### config.mk
export PLATFORM = sky130hd
export DESIGN_NAME = axi_wr_burst_ctlr
export DESIGN_NICKNAME = d
export VERILOG_FILES = /design/src/rtl/axi_wr_burst_ctlr.sv
export SDC_FILE = /design/constraint.sdc
export NUM_CORES = 1
export LEC_CHECK = 0
export BUFFER_PORTS_ARGS = -buffer_cell sky130_fd_sc_hd__buf_2
export CAP_MARGIN = 5
export CORE_AREA = 5 5 182 184
export CTS_CLUSTER_SIZE = 16
export DETAILED_ROUTE_END_ITERATION = 8
export DIE_AREA = 0 0 187 189
export PLACE_DENSITY_LB_ADDON = 0.25
export SLEW_MARGIN = 20
export SYNTH_ARGS = -nofsm -noshare
export SYNTH_HDL_FRONTEND = slang
export SYNTH_SLANG_ARGS = --single-unit
### constraint.sdc
create_clock -name clk -period 4.87 [get_ports clk]
set_clock_uncertainty 0.15 [all_clocks]
set_input_delay 0.7305 -clock clk [delete_from_list [all_inputs] [get_ports clk]]
set_output_delay 0.7305 -clock clk [all_outputs]
set_load 0.01 [all_outputs]
### src/rtl/axi_wr_burst_ctlr.sv
// AXI4 write master with burst support: commands become AW bursts, the write-data
// stream is framed into W bursts by a length FIFO, and in-order B responses become completions.
module axi_wr_burst_ctlr #(
    parameter int ADDR_W    = 64,
    parameter int DATA_W    = 128,
    parameter int ID_W      = 4,
    parameter int AXI_ID    = 0,
    parameter int MAX_BEATS = 16,
    parameter int MAX_OUTST = 4
) (
    input  logic                clk,
    input  logic                rst_n,
    input  logic                cmd_valid,
    output logic                cmd_ready,
    input  logic [ADDR_W-1:0]   cmd_addr,
    input  logic [8:0]          cmd_len,
    output logic                cmd_err,
    input  logic                wd_valid,
    output logic                wd_ready,
    input  logic [DATA_W-1:0]   wd_data,
    input  logic [DATA_W/8-1:0] wd_strb,
    output logic                cpl_valid,
    output logic [1:0]          cpl_resp,
    output logic                cpl_err,
    output logic [ADDR_W-1:0]   awaddr,
    output logic [7:0]          awlen,
    output logic [2:0]          awsize,
    output logic [1:0]          awburst,
    output logic [ID_W-1:0]     awid,
    output logic                awvalid,
    input  logic                awready,
    output logic [3:0]          awcache,
    output logic [2:0]          awprot,
    output logic                awlock,
    output logic [3:0]          awqos,
    output logic [DATA_W-1:0]   wdata,
    output logic [DATA_W/8-1:0] wstrb,
    output logic                wlast,
    output logic                wvalid,
    input  logic                wready,
    input  logic [ID_W-1:0]     bid,
    input  logic [1:0]          bresp,
    input  logic                bvalid,
    output logic                bready
);

    localparam int BYTES = DATA_W / 8;
    localparam int SIZE  = $clog2(BYTES);
    localparam int CNT_W = $clog2(MAX_OUTST + 1);
    localparam int PTR_W = (MAX_OUTST > 1) ? $clog2(MAX_OUTST) : 1;

    typedef enum logic [0:0] {AW_IDLE = 1'b0, AW_BUSY = 1'b1} aw_state_e;

    aw_state_e         aw_state_q, aw_state_d;
    logic [ADDR_W-1:0] awaddr_q, awaddr_d;
    logic [7:0]        awlen_q, awlen_d;
    logic [CNT_W-1:0]  inflight_q, inflight_d;
    logic [CNT_W-1:0]  fifo_cnt_q, fifo_cnt_d;
    logic [PTR_W-1:0]  wr_ptr_q, wr_ptr_d, rd_ptr_q, rd_ptr_d;
    logic [8:0]        len_mem_q [MAX_OUTST];
    logic [8:0]        len_mem_d [MAX_OUTST];
    logic [7:0]        beat_cnt_q, beat_cnt_d;
    logic              bready_q, bready_d;
    logic              cmd_err_q, cmd_err_d;
    logic              cpl_valid_q, cpl_valid_d;
    logic [1:0]        cpl_resp_q, cpl_resp_d;
    logic              cpl_err_q, cpl_err_d;

    logic              cmd_accept_s, legal_s, push_s, pop_s;
    logic              fifo_nonempty_s, w_hs_s, w_last_s, b_hs_s;
    logic [8:0]        head_len_s;
    logic [19:0]       span_s;
    logic              bid_unused_s;

    function automatic logic [PTR_W-1:0] next_ptr(input logic [PTR_W-1:0] p);
        return (p == PTR_W'(MAX_OUTST - 1)) ? {PTR_W{1'b0}} : p + PTR_W'(1);
    endfunction

    // Only one ID is ever issued, so responses arrive in order and bid carries no information.
    assign bid_unused_s = ^bid;

    assign cmd_ready    = (aw_state_q == AW_IDLE) && (inflight_q < CNT_W'(MAX_OUTST));
    assign cmd_accept_s = cmd_valid && cmd_ready;
    assign span_s       = {8'd0, cmd_addr[11:0]} + ({11'd0, cmd_len} << SIZE);
    assign legal_s      = (cmd_len != 9'd0) && (cmd_len <= 9'(MAX_BEATS))
                       && (cmd_addr[SIZE-1:0] == {SIZE{1'b0}}) && (span_s <= 20'd4096);
    assign push_s       = cmd_accept_s && legal_s;

    assign fifo_nonempty_s = (fifo_cnt_q != {CNT_W{1'b0}});
    assign head_len_s      = len_mem_q[rd_ptr_q];
    assign w_last_s        = fifo_nonempty_s && ({1'b0, beat_cnt_q} == (head_len_s - 9'd1));
    assign w_hs_s          = wd_valid && wready && fifo_nonempty_s;
    assign pop_s           = w_hs_s && w_last_s;
    assign b_hs_s          = bvalid && bready_q;

    assign awvalid   = (aw_state_q == AW_BUSY);
    assign awaddr    = awaddr_q;
    assign awlen     = awlen_q;
    assign awsize    = 3'(SIZE);
    assign awburst   = 2'b01;
    assign awid      = ID_W'(AXI_ID);
    assign awcache   = 4'b0000;
    assign awprot    = 3'b010;
    assign awlock    = 1'b0;
    assign awqos     = 4'b0000;
    assign wvalid    = wd_valid && fifo_nonempty_s;
    assign wd_ready  = wready && fifo_nonempty_s;
    assign wdata     = wd_data;
    assign wstrb     = wd_strb;
    assign wlast     = w_last_s;
    assign bready    = bready_q;
    assign cmd_err   = cmd_err_q;
    assign cpl_valid = cpl_valid_q;
    assign cpl_resp  = cpl_resp_q;
    assign cpl_err   = cpl_err_q;

    // AW channel FSM: load on legal accept, hold until awready.
    always_comb begin
        aw_state_d = aw_state_q;
        awaddr_d   = awaddr_q;
        awlen_d    = awlen_q;
        case (aw_state_q)
            AW_IDLE: begin
                if (push_s) begin
                    aw_state_d = AW_BUSY;
                    awaddr_d   = cmd_addr;
                    awlen_d    = 8'(cmd_len - 9'd1);
                end else begin
                    aw_state_d = AW_IDLE;
                end
            end
            AW_BUSY: begin
                if (awready) begin
                    aw_state_d = AW_IDLE;
                end else begin
                    aw_state_d = AW_BUSY;
                end
            end
            default: aw_state_d = AW_IDLE;
        endcase
    end

    // Outstanding-command count, B acceptance and completion reporting.
    always_comb begin
        cmd_err_d   = cmd_accept_s && !legal_s;
        cpl_valid_d = b_hs_s;
        case ({push_s, b_hs_s})
            2'b10:   inflight_d = inflight_q + CNT_W'(1);
            2'b01:   inflight_d = inflight_q - CNT_W'(1);
            default: inflight_d = inflight_q;
        endcase
        // bready follows the next inflight value so it never lags a final B.
        bready_d = (inflight_d != {CNT_W{1'b0}});
        if (b_hs_s) begin
            cpl_resp_d = bresp;
            cpl_err_d  = (bresp != 2'b00);
        end else begin
            cpl_resp_d = cpl_resp_q;
            cpl_err_d  = cpl_err_q;
        end
    end

    // Length FIFO and beat counter that frame the W stream into bursts.
    always_comb begin
        len_mem_d = len_mem_q;
        if (push_s) begin
            len_mem_d[wr_ptr_q] = cmd_len;
            wr_ptr_d            = next_ptr(wr_ptr_q);
        end else begin
            wr_ptr_d = wr_ptr_q;
        end
        if (pop_s) begin
            rd_ptr_d   = next_ptr(rd_ptr_q);
            beat_cnt_d = 8'd0;
        end else if (w_hs_s) begin
            rd_ptr_d   = rd_ptr_q;
            beat_cnt_d = beat_cnt_q + 8'd1;
        end else begin
            rd_ptr_d   = rd_ptr_q;
            beat_cnt_d = beat_cnt_q;
        end
        case ({push_s, pop_s})
            2'b10:   fifo_cnt_d = fifo_cnt_q + CNT_W'(1);
            2'b01:   fifo_cnt_d = fifo_cnt_q - CNT_W'(1);
            default: fifo_cnt_d = fifo_cnt_q;
        endcase
    end

    // State registers with synchronous active-low reset.
    always_ff @(posedge clk) begin
        if (!rst_n) begin
            aw_state_q  <= AW_IDLE;
            awaddr_q    <= {ADDR_W{1'b0}};
            awlen_q     <= 8'd0;
            inflight_q  <= {CNT_W{1'b0}};
            fifo_cnt_q  <= {CNT_W{1'b0}};
            wr_ptr_q    <= {PTR_W{1'b0}};
            rd_ptr_q    <= {PTR_W{1'b0}};
            beat_cnt_q  <= 8'd0;
            bready_q    <= 1'b0;
            cmd_err_q   <= 1'b0;
            cpl_valid_q <= 1'b0;
            cpl_resp_q  <= 2'b00;
            cpl_err_q   <= 1'b0;
            for (int i = 0; i < MAX_OUTST; i++) begin
                len_mem_q[i] <= 9'd0;
            end
        end else begin
            aw_state_q  <= aw_state_d;
            awaddr_q    <= awaddr_d;
            awlen_q     <= awlen_d;
            inflight_q  <= inflight_d;
            fifo_cnt_q  <= fifo_cnt_d;
            wr_ptr_q    <= wr_ptr_d;
            rd_ptr_q    <= rd_ptr_d;
            beat_cnt_q  <= beat_cnt_d;
            bready_q    <= bready_d;
            cmd_err_q   <= cmd_err_d;
            cpl_valid_q <= cpl_valid_d;
            cpl_resp_q  <= cpl_resp_d;
            cpl_err_q   <= cpl_err_d;
            len_mem_q   <= len_mem_d;
        end
    end

endmodule

==> results of run 1 <==
-- layer usage --
metal | part of all wire | vias up | routed length, µm
li1 | - | 2591 | -
met1 | 0.38 | 2299 | 7690
met2 | 0.47 | 252 | 9500
met3 | 0.12 | 72 | 2400
met4 | 0.031 | 6 | 624
met5 | 0.0050 | - | 102
-- final cells by class --
type,instances,area (µm²)
Tap cell,402,503
Sequential cell,133,2660
Clock buffer,17,425
Clock inverter,15,219
Fill cell,3428,23200
Multi-Input combinational cell,508,3300
Inverter,18,67.6
Timing Repair Buffer,171,888
-- sequential cells by signal (all words and copies together), names as in the netlist, 2 cells and up --
name        flops
len_mem_q      36
wr_ptr_q        2
awlen           8
fifo_cnt_q      3
cpl_resp        2
rd_ptr_q        2
inflight_q      3
awaddr         64
beat_cnt_q      8
-- cell usage after synthesis, drive strengths merged, types with 5 or more instances --
| cell | instances | area (µm²) |
|---|---|---|
| dfxtp | 133 | 2660 |
| inv | 18 | 67.6 |
| xor2 | 15 | 131 |
| a21oi | 15 | 90.1 |
| clkbuf | 22 | 82.6 |
| a211oi | 6 | 45.0 |
| ha | 18 | 225 |
| or3 | 5 | 32.5 |
| nor2 | 46 | 173 |
| mux4 | 9 | 233 |
| nor3 | 9 | 45.0 |
| nand2 | 194 | 736 |
| and3 | 10 | 62.6 |
| o21ai | 10 | 50.0 |
| mux2i | 86 | 861 |
| nand3 | 9 | 45.0 |
| xnor2 | 15 | 131 |
| buf | 178 | 1320 |
-- report_power, final --
group | switching, W | total [W] | internal, W
combinational | 0.0000971 | 0.000158 | 0.0000614
sequential | 0.00000167 | 0.00109 | 0.00109
clock | 0.000548 | 0.00142 | 0.000872
total | 0.000647 | 0.00267 | 0.00202
-- how the worst max path moves through the flow --
| stage | from | endpoint | slack (ns) |
|---|---|---|---|
| after floorplan | cmd_addr[4] | fifo_cnt_q[2]$_SDFFE_PN0P_ | 0.50 |
| after global placement | cmd_addr[4] | bready$_SDFF_PN0_ | 0.55 |
| after detailed placement | cmd_len[0] | bready$_SDFF_PN0_ | 0.51 |
| after CTS | rd_ptr_q[0]$_SDFFE_PN0P_ | fifo_cnt_q[2]$_SDFFE_PN0P_ | 0.53 |
| after global routing | rd_ptr_q[0]$_SDFFE_PN0P_ | fifo_cnt_q[2]$_SDFFE_PN0P_ | 0.35 |
| final | rd_ptr_q[0]$_SDFFE_PN0P_ | fifo_cnt_q[2]$_SDFFE_PN0P_ | 0.59 |
-- worst max-delay path, stage by stage (launching register included) --
cell	delay, ns
dfxtp_1	0.54
mux4_1	0.78
or4_1	0.59
or2_4	0.25
o31ai_4	0.30
nand2_1	0.11
nor3_1	0.21
ha_1	0.21
inv_1	0.07
fa_1	0.37
xor2_1	0.16
or3_1	0.31
a21oi_1	0.14
-- per-stage QoR --
step / std cells / instance area [µm²]
4_1_cts: 1264 / 8070
5_1_grt: 1264 / 8070
3_3_place_gp: 1232 / 7420
3_5_place_dp: 1232 / 7420
2_1_floorplan: 859 / 7430
6_report: 1264 / 8070
-- kinds of logic after synthesis --
logic type | Yosys count | synth area share
and+or+nand+nor | 295 | 0.169
AOI/OAI and AO/OA | 46 | 0.0447
muxes | 95 | 0.149
other | 2 | 0.00102
buffers and inverters | 218 | 0.200
xor gates and xnor gates | 30 | 0.0357
adders and majority gates | 21 | 0.0388
DFF | 133 | 0.362
==> results by group, run 1 <==
Run status
  • Status: finished clean

Timing
  • Period utilisation layout: 0.879
  • Final Hold Slack: 0.274 ns
  • Setup tns final: 0 ns
  • Hold Vio Cnt, Final: 0
  • Final setup fails: 0
  • RSZ-0062 raised after global routing: no
  • Worst slew pin tran: 0.765 ns
  • Worst Slack Setup Final: 0.589 ns
  • Fmax achieved: 234 MHz
  • Slew HR: 0.490
  • Min Tclk post-route: 4.28 ns
  • Slew Viols, Final: 0

GRT
  • Grt met3 use: 0.0664
  • Met1 Usage GRT: 0.115
  • Vias in the first global route: roughly 5,300
  • Pin count of the biggest net entering global routing: 79
  • Initial antenna violation count: 2
  • Met2 usage: 0.184
  • GR Util All Layers: 0.112
  • Grt ovf: 0
  • First-pass GRT wire length: 31,100 µm
  • Most Crowded Layer GR: met2

CTS
  • Skew-Pair Late Insertion Delay: around 0.42 ns
  • Root buf cell: clkbuf_16
  • CTS tree: done
  • CTS Buf Count: 17
  • Post-CTS sizing: 0
  • CTS Buffer Depth: 2
  • Hold Buf Count CTS: 0
  • Clock sink count: 133
  • Setup Buffers After CTS: 0
  • H-tree depth: 4
  • CTS clk-pin slew, worst paths: 0.06 ns

Power
  • P_leak: about 3.4 nW
  • Total power: 0.00267 W
  • PD cells: 331 nW/µm²
  • Worst vdd ir: between 0.2 and 0.25 mV

Routing
  • Drt wl/cell: 16.1 µm
  • DRC: 0
  • Drt pass-1 iters: 4
  • Vias/cell: 4.13
  • ANT nets after route: 0
  • WL final: 20,300 µm
  • Via count: 5,220
  • 1st-iter DRT viols: between 150 and 200

Worst setup path
  • Reg2reg end: fifo_cnt_q[2]$_SDFFE_PN0P_
  • Critical path endpoint category: flop
  • Worst EP required: 5.06 ns
  • Crit Path Category: flop to flop
  • FF-to-FF setup slack: about 0.6 ns
  • RR Startpoint: rd_ptr_q[0]$_SDFFE_PN0P_
  • Crit path DAT: 4.47 ns
  • R2R depth: 12
  • Worst setup SP type: flop
  • CP max FO: 7

Placement
  • Final GP Congestion: 0.715
  • IO Port Bufs: approximately 160
  • Setup WS pre-CTS: around 0.51 ns
  • Hpwl dp: 15,300 µm

Logic synthesis
  • Post-synthesis register bit count: 133
  • Yosys warns: 0
  • Gate Count Post-Synth: 840
  • Post-synthesis async set-or-reset flop share: 0
  • Post-synth EDFFs: 0
  • Syn Std Cell Area: 7360 µm²
  • Dominant synthesized flop cell: dfxtp_1
  • Yosys cell types: 48
  • Post-Syn Area per Cell: 8.76 µm²
  • Seq/Total Area, Yosys: 0.362

Hold path
  • Hold Path Sink: len_mem_q[35]$_SDFFE_PN0P_
  • Hold Crit Class: flop to flop
  • Hold_sp: len_mem_q[35]$_SDFFE_PN0P_
  • Worst Hold Depth: 2

Finish
  • N_diodes: 0
  • Layout Utilization: 0.258
  • Final #Nets: 1,100
  • Layout cell share with drive strength beyond 1: 0.249
  • Commonest cells after routing, fill and taps aside: 193 x nand2_1, 163 x buf_2, 133 x dfxtp_1, 86 x mux2i_1, 46 x nor2_1
  • Commonest non-fill, non-tap cell in the layout: nand2_1
  • Area Overhead vs Synth: 9.70%

Floorplanning
  • Core area: 31,200 µm²
  • Row count: 65
  • Die width: 187 µm
  • Starting Density: 0.236
  • Total die area: 35,300 µm²
  • IO Pins: 478
  • Die height: around 190 µm

Run
  • Max_cap viols: 0
Note: power is estimated with default switching activity, not from simulation.
==> run 2: changes to the inputs <==
==> constraint.sdc (replaced) <==
create_clock -name clk -period 4.65 [get_ports clk]
set_clock_uncertainty 0.15 [all_clocks]
set_input_delay 0.6975 -clock clk [delete_from_list [all_inputs] [get_ports clk]]
set_output_delay 0.6975 -clock clk [all_outputs]
set_load 0.01 [all_outputs]
==> results by group, run 2 (synthesized netlist as in run 1, its figures left out) <==
CTS
  • CTS Buf Count: 17
  • CTS clk-pin slew, worst paths: 0.07 ns
  • Post-CTS sizing: 0
  • Setup Buffers After CTS: 0
  • Hold Buf Count CTS: 0
  • Clock sink count: 133
  • Skew-Pair Late Insertion Delay: ~0.42 ns
  • H-tree depth: 4
  • Root buf cell: clkbuf_16
  • CTS Buffer Depth: 2
  • CTS tree: done

Floorplanning
  • Starting Density: 0.236
  • Die height: 189 µm
  • Core area: ~31,000 µm²
  • Row count: 65
  • IO Pins: between 400 and 500
  • Die width: about 190 µm
  • Total die area: 35,300 µm²

Hold path
  • Hold Crit Class: flop to flop
  • Worst Hold Depth: 2

Finish
  • Commonest cells after routing, fill and taps aside: 193 x nand2_1, 163 x buf_2, 133 x dfxtp_1, 86 x mux2i_1, 46 x nor2_1
  • Layout cell share with drive strength beyond 1: 0.247
  • Area Overhead vs Synth: 9.24%
  • Final #Nets: 1,099
  • Commonest non-fill, non-tap cell in the layout: nand2_1
  • N_diodes: 0
  • Max reg flops: 64

Worst setup path
  • CP Depth: 12
  • Crit Path Category: flop to flop
  • Crit path DAT: ~4.5 ns
  • Slowest-stage cell, CP: dfxtp_1
  • CP delay by family, top: simple AND/OR/NAND/NOR gates
  • Worst setup SP type: flop
  • FF-to-FF setup slack: 0.33 ns
  • Worst EP required: 4.85 ns
  • CP cell instances: mux4_1 > or4_1 > or2_4 > o31ai_4 > nand2_1 > nor3_1 > ha_1 > inv_1 > fa_1 > xor2_1 > or3_1 > a21oi_1
  • Max stage delay on crit path: 0.72 ns
  • WP buf/inv: 1
  • Critical path endpoint category: flop
  • CP max FO: 12
  • R2R depth: 12

Placement
  • IO Port Bufs: 164
  • Hpwl dp: ~15,000 µm
  • Setup WS pre-CTS: 0.294 ns
  • Final GP Congestion: between 0.7 and 0.8

Routing
  • Vias/cell: 4.15
  • Drt pass-1 iters: 4
  • WL final: between 20,000 and 25,000 µm
  • Via count: 5,245
  • ANT nets after route: 0
  • Drt wl/cell: 15.9 µm
  • 1st-iter DRT viols: roughly 160
  • DRC: 0

GRT
  • First-pass GRT wire length: 30,700 µm
  • Vias in the first global route: 5,230
  • Met2 usage: 0.181
  • Grt ovf: 0
  • Grt met3 use: 0.0675
  • Pin count of the biggest net entering global routing: ~190
  • Initial antenna violation count: 2
  • Most Crowded Layer GR: met2
  • GR Util All Layers: 0.111
  • Met1 Usage GRT: 0.114

Timing
  • Slew HR: 0.498
  • Fmax achieved: 232 MHz
  • Slew Viols, Final: 0
  • Final setup fails: 0
  • Min Tclk post-route: 4.32 ns
  • Worst Slack Setup Final: 0.334 ns
  • Setup tns final: 0 ns
  • RSZ-0062 raised after global routing: no
  • Period utilisation layout: 0.928
  • Hold Vio Cnt, Final: 0
  • Worst slew pin tran: 0.753 ns

Power
  • P_leak: 3.38 nW
  • Worst vdd ir: 0.213 mV
  • PD cells: 338 nW/µm²

Run status
  • Status: finished clean

Run
  • Max_cap viols: 0
-- run 2: changes by cell type in the layout (fill, tap and decap cells not counted), sizes merged --
cell and delta:
buf -1, bufinv -1, clkbuf +1, clkinv +2, clkinvlp -1, inv -1
-- run 2: through the flow --
stage / utilization / cells / hold WS, ns / total power [W] / cell area, µm²
after global placement: 0.238 / 1231 / 0.262 / 0.00134 / 7430
after floorplan: - / 859 / 0.255 / 0.00141 / 7430
final: 0.257 / 1263 / 0.273 / 0.00272 / 8040
after CTS: 0.257 / 1263 / 0.276 / 0.00278 / 8040
after detailed placement: 0.238 / 1231 / 0.267 / 0.00134 / 7430
after global routing: 0.257 / 1263 / 0.297 / 0.00284 / 8040
-- run 2: cell type report --
| cell class | count | area, µm² |
|---|---|---|
| fill | 3432 | 23200 |
| multi-input combinational | 508 | 3300 |
| sequential | 133 | 2660 |
| timing repair buffer | 170 | 893 |
| tap | 402 | 503 |
| clock buffer | 18 | 429 |
| clock inverter | 14 | 176 |
| inverter | 18 | 67.6 |
-- run 2: routing by layer --
layer	wire, µm	part of all wire	vias to the layer above
met4	643	0.032	6
met2	9320	0.46	253
met1	7610	0.38	2333
met5	92	0.0046	-
met3	2480	0.12	71
li1	-	-	2582
-- run 2: worst paths after layout --
check,from,endpoint
setup / recovery,rd_ptr_q[0]$_SDFFE_PN0P_,fifo_cnt_q[2]$_SDFFE_PN0P_
hold reg to reg,len_mem_q[33]$_SDFFE_PN0P_,len_mem_q[33]$_SDFFE_PN0P_
setup reg to reg,rd_ptr_q[0]$_SDFFE_PN0P_,fifo_cnt_q[2]$_SDFFE_PN0P_
hold / removal,len_mem_q[33]$_SDFFE_PN0P_,len_mem_q[33]$_SDFFE_PN0P_
-- run 2: where the power goes --
part	switching, W	internal [W]	leakage, nW	total, W
Sequential	0.00000181	0.00114	1.07	0.00114
Clock	0.000555	0.000852	0.297	0.00141
Combinational	0.000102	0.0000651	2.01	0.000167
-- run 2: worst min-delay path: stages, from the launching register on --
cell	delay, ns
dfxtp_1	0.30
nand2_1	0.05
nor2_1	0.03
==> run 3: changes to the inputs <==
--- a/config.mk
+++ b/config.mk
@@ -12,6 +12,7 @@
 export DETAILED_ROUTE_END_ITERATION = 8
 export DIE_AREA = 0 0 187 189
 export PLACE_DENSITY_LB_ADDON = 0.25
+export SETUP_SLACK_MARGIN = 0.5
 export SLEW_MARGIN = 20
 export SYNTH_ARGS = -nofsm -noshare
 export SYNTH_HDL_FRONTEND = slang
==> results by group, run 3 (synthesized netlist as in run 1, its figures left out) <==
Routing
  • Vias/cell: 4.18
  • 1st-iter DRT viols: 210
  • ANT nets after route: 0
  • WL final: 20,100 µm
  • Via count: between 5,000 and 6,000
  • DRC: 0
  • Drt wl/cell: between 15 and 20 µm
  • Drt pass-1 iters: 4

Worst setup path
  • Critical path endpoint category: flop
  • Worst setup SP type: flop
  • CP cell instances: mux4_2 > or4_1 > or2_4 > o31ai_4 > nand2_1 > nor3_1 > ha_1 > inv_1 > fa_1 > xor2_1 > or3_1 > a21oi_1
  • CP delay by family, top: simple AND/OR/NAND/NOR gates
  • Crit path DAT: just over 4 ns
  • Max stage delay on crit path: 0.62 ns
  • WP buf/inv: 1
  • Crit Path Category: flop to flop
  • CP Depth: 12
  • R2R depth: 12
  • CP max FO: 6
  • Slowest-stage cell, CP: mux4_2
  • Worst EP required: 4.85 ns

CTS
  • Setup Buffers After CTS: 0
  • Skew-Pair Late Insertion Delay: between 0.4 and 0.5 ns
  • CTS clk-pin slew, worst paths: approximately 0.060 ns
  • CTS Buffer Depth: 2
  • CTS Buf Count: 17
  • H-tree depth: 4
  • CTS tree: done
  • Post-CTS sizing: 1
  • Clock sink count: 133
  • Hold Buf Count CTS: 0
  • Root buf cell: clkbuf_16

Floorplanning
  • Row count: 65
  • Die width: 187 µm
  • Starting Density: 0.236
  • Core area: 31,200 µm²
  • Die height: 189 µm
  • IO Pins: roughly 480
  • Total die area: 35,300 µm²

Timing
  • Final setup fails: 0
  • Hold Vio Cnt, Final: 0
  • Fmax achieved: 257 MHz
  • RSZ-0062 raised after global routing: no
  • Slew Viols, Final: 0
  • Min Tclk post-route: 3.89 ns
  • Setup tns final: 0 ns
  • Slew HR: 0.512
  • Worst slew pin tran: around 0.73 ns
  • Period utilisation layout: 0.836

Placement
  • Hpwl dp: about 15,000 µm
  • Final GP Congestion: a little over 0.7
  • Placed instance area: 7430 µm²
  • IO Port Bufs: 164

Power
  • P_leak: 3.36 nW
  • PD cells: roughly 330 nW/µm²
  • Worst vdd ir: 0.237 mV

Hold path
  • Hold Crit Class: flop to flop
  • Worst Hold Depth: 2

GRT
  • Pin count of the biggest net entering global routing: 65
  • Vias in the first global route: 5,283
  • GR Util All Layers: 0.110
  • First-pass GRT wire length: 31,000 µm
  • Initial antenna violation count: 1
  • Grt ovf: 0

Finish
  • Layout cell share with drive strength beyond 1: 0.258
  • Fin area: 8030 µm²
  • Max reg flops: between 60 and 70
  • Area Overhead vs Synth: 9.12%
  • Commonest cells after routing, fill and taps aside: 193 x nand2_1, 163 x buf_2, 131 x dfxtp_1, 86 x mux2i_1, 46 x nor2_1
  • Final #Nets: between 1,000 and 1,500
  • N_diodes: 0
  • Commonest non-fill, non-tap cell in the layout: nand2_1

Run
  • Max_cap viols: 0

Run status
  • Status: finished clean
-- run 3: tightest hold or removal path, stage by stage (launching register included) --
cell and delay [ns]:
dfxtp_1 0.30, nand2_1 0.05, nor2_1 0.03
-- run 3: power by group --
group	switching, W	internal, W
clock network	0.000546	0.000808
registers	0.00000174	0.00114
logic	0.000102	0.0000643
-- run 3: area by class of cell --
cell class / instances / area (µm²)
inverters: 18 / 67.6
multi-input cells: 508 / 3310
repair buffers: 171 / 892
flip-flops and latches: 133 / 2670
well taps: 402 / 503
clock inverters: 14 / 151
clock buffers: 18 / 439
fillers: 3429 / 23200
-- run 3: final timing paths --
path	from	end	slack, ns
worst min register to register	len_mem_q[26]$_SDFFE_PN0P_	len_mem_q[26]$_SDFFE_PN0P_	0.27
worst max-delay path	rd_ptr_q[0]$_SDFFE_PN0P_	fifo_cnt_q[2]$_SDFFE_PN0P_	0.76
worst min-delay path	len_mem_q[26]$_SDFFE_PN0P_	len_mem_q[26]$_SDFFE_PN0P_	0.27
worst max register to register	rd_ptr_q[0]$_SDFFE_PN0P_	fifo_cnt_q[2]$_SDFFE_PN0P_	0.76
-- run 3: metrics by stage --
step | instances | utilization | hold slack, ns | power, W | worst slack, ns
after floorplan | 859 | - | 0.255 | 0.00141 | 0.530
after global placement | 1232 | 0.238 | 0.262 | 0.00134 | 0.205
after detailed placement | 1232 | 0.238 | 0.266 | 0.00134 | 0.177
after CTS | 1264 | 0.257 | 0.276 | 0.00272 | 0.546
after global routing | 1264 | 0.257 | 0.290 | 0.00279 | 0.505
final | 1264 | 0.257 | 0.274 | 0.00267 | 0.761
-- run 3: per-layer routing --
layer,track usage,part of all wire,vias up
li1,-,-,2589
met1,0.115,0.38,2346
met2,0.179,0.46,280
met3,0.0688,0.13,65
met4,0.0478,0.026,2
met5,0.00137,0.00055,-
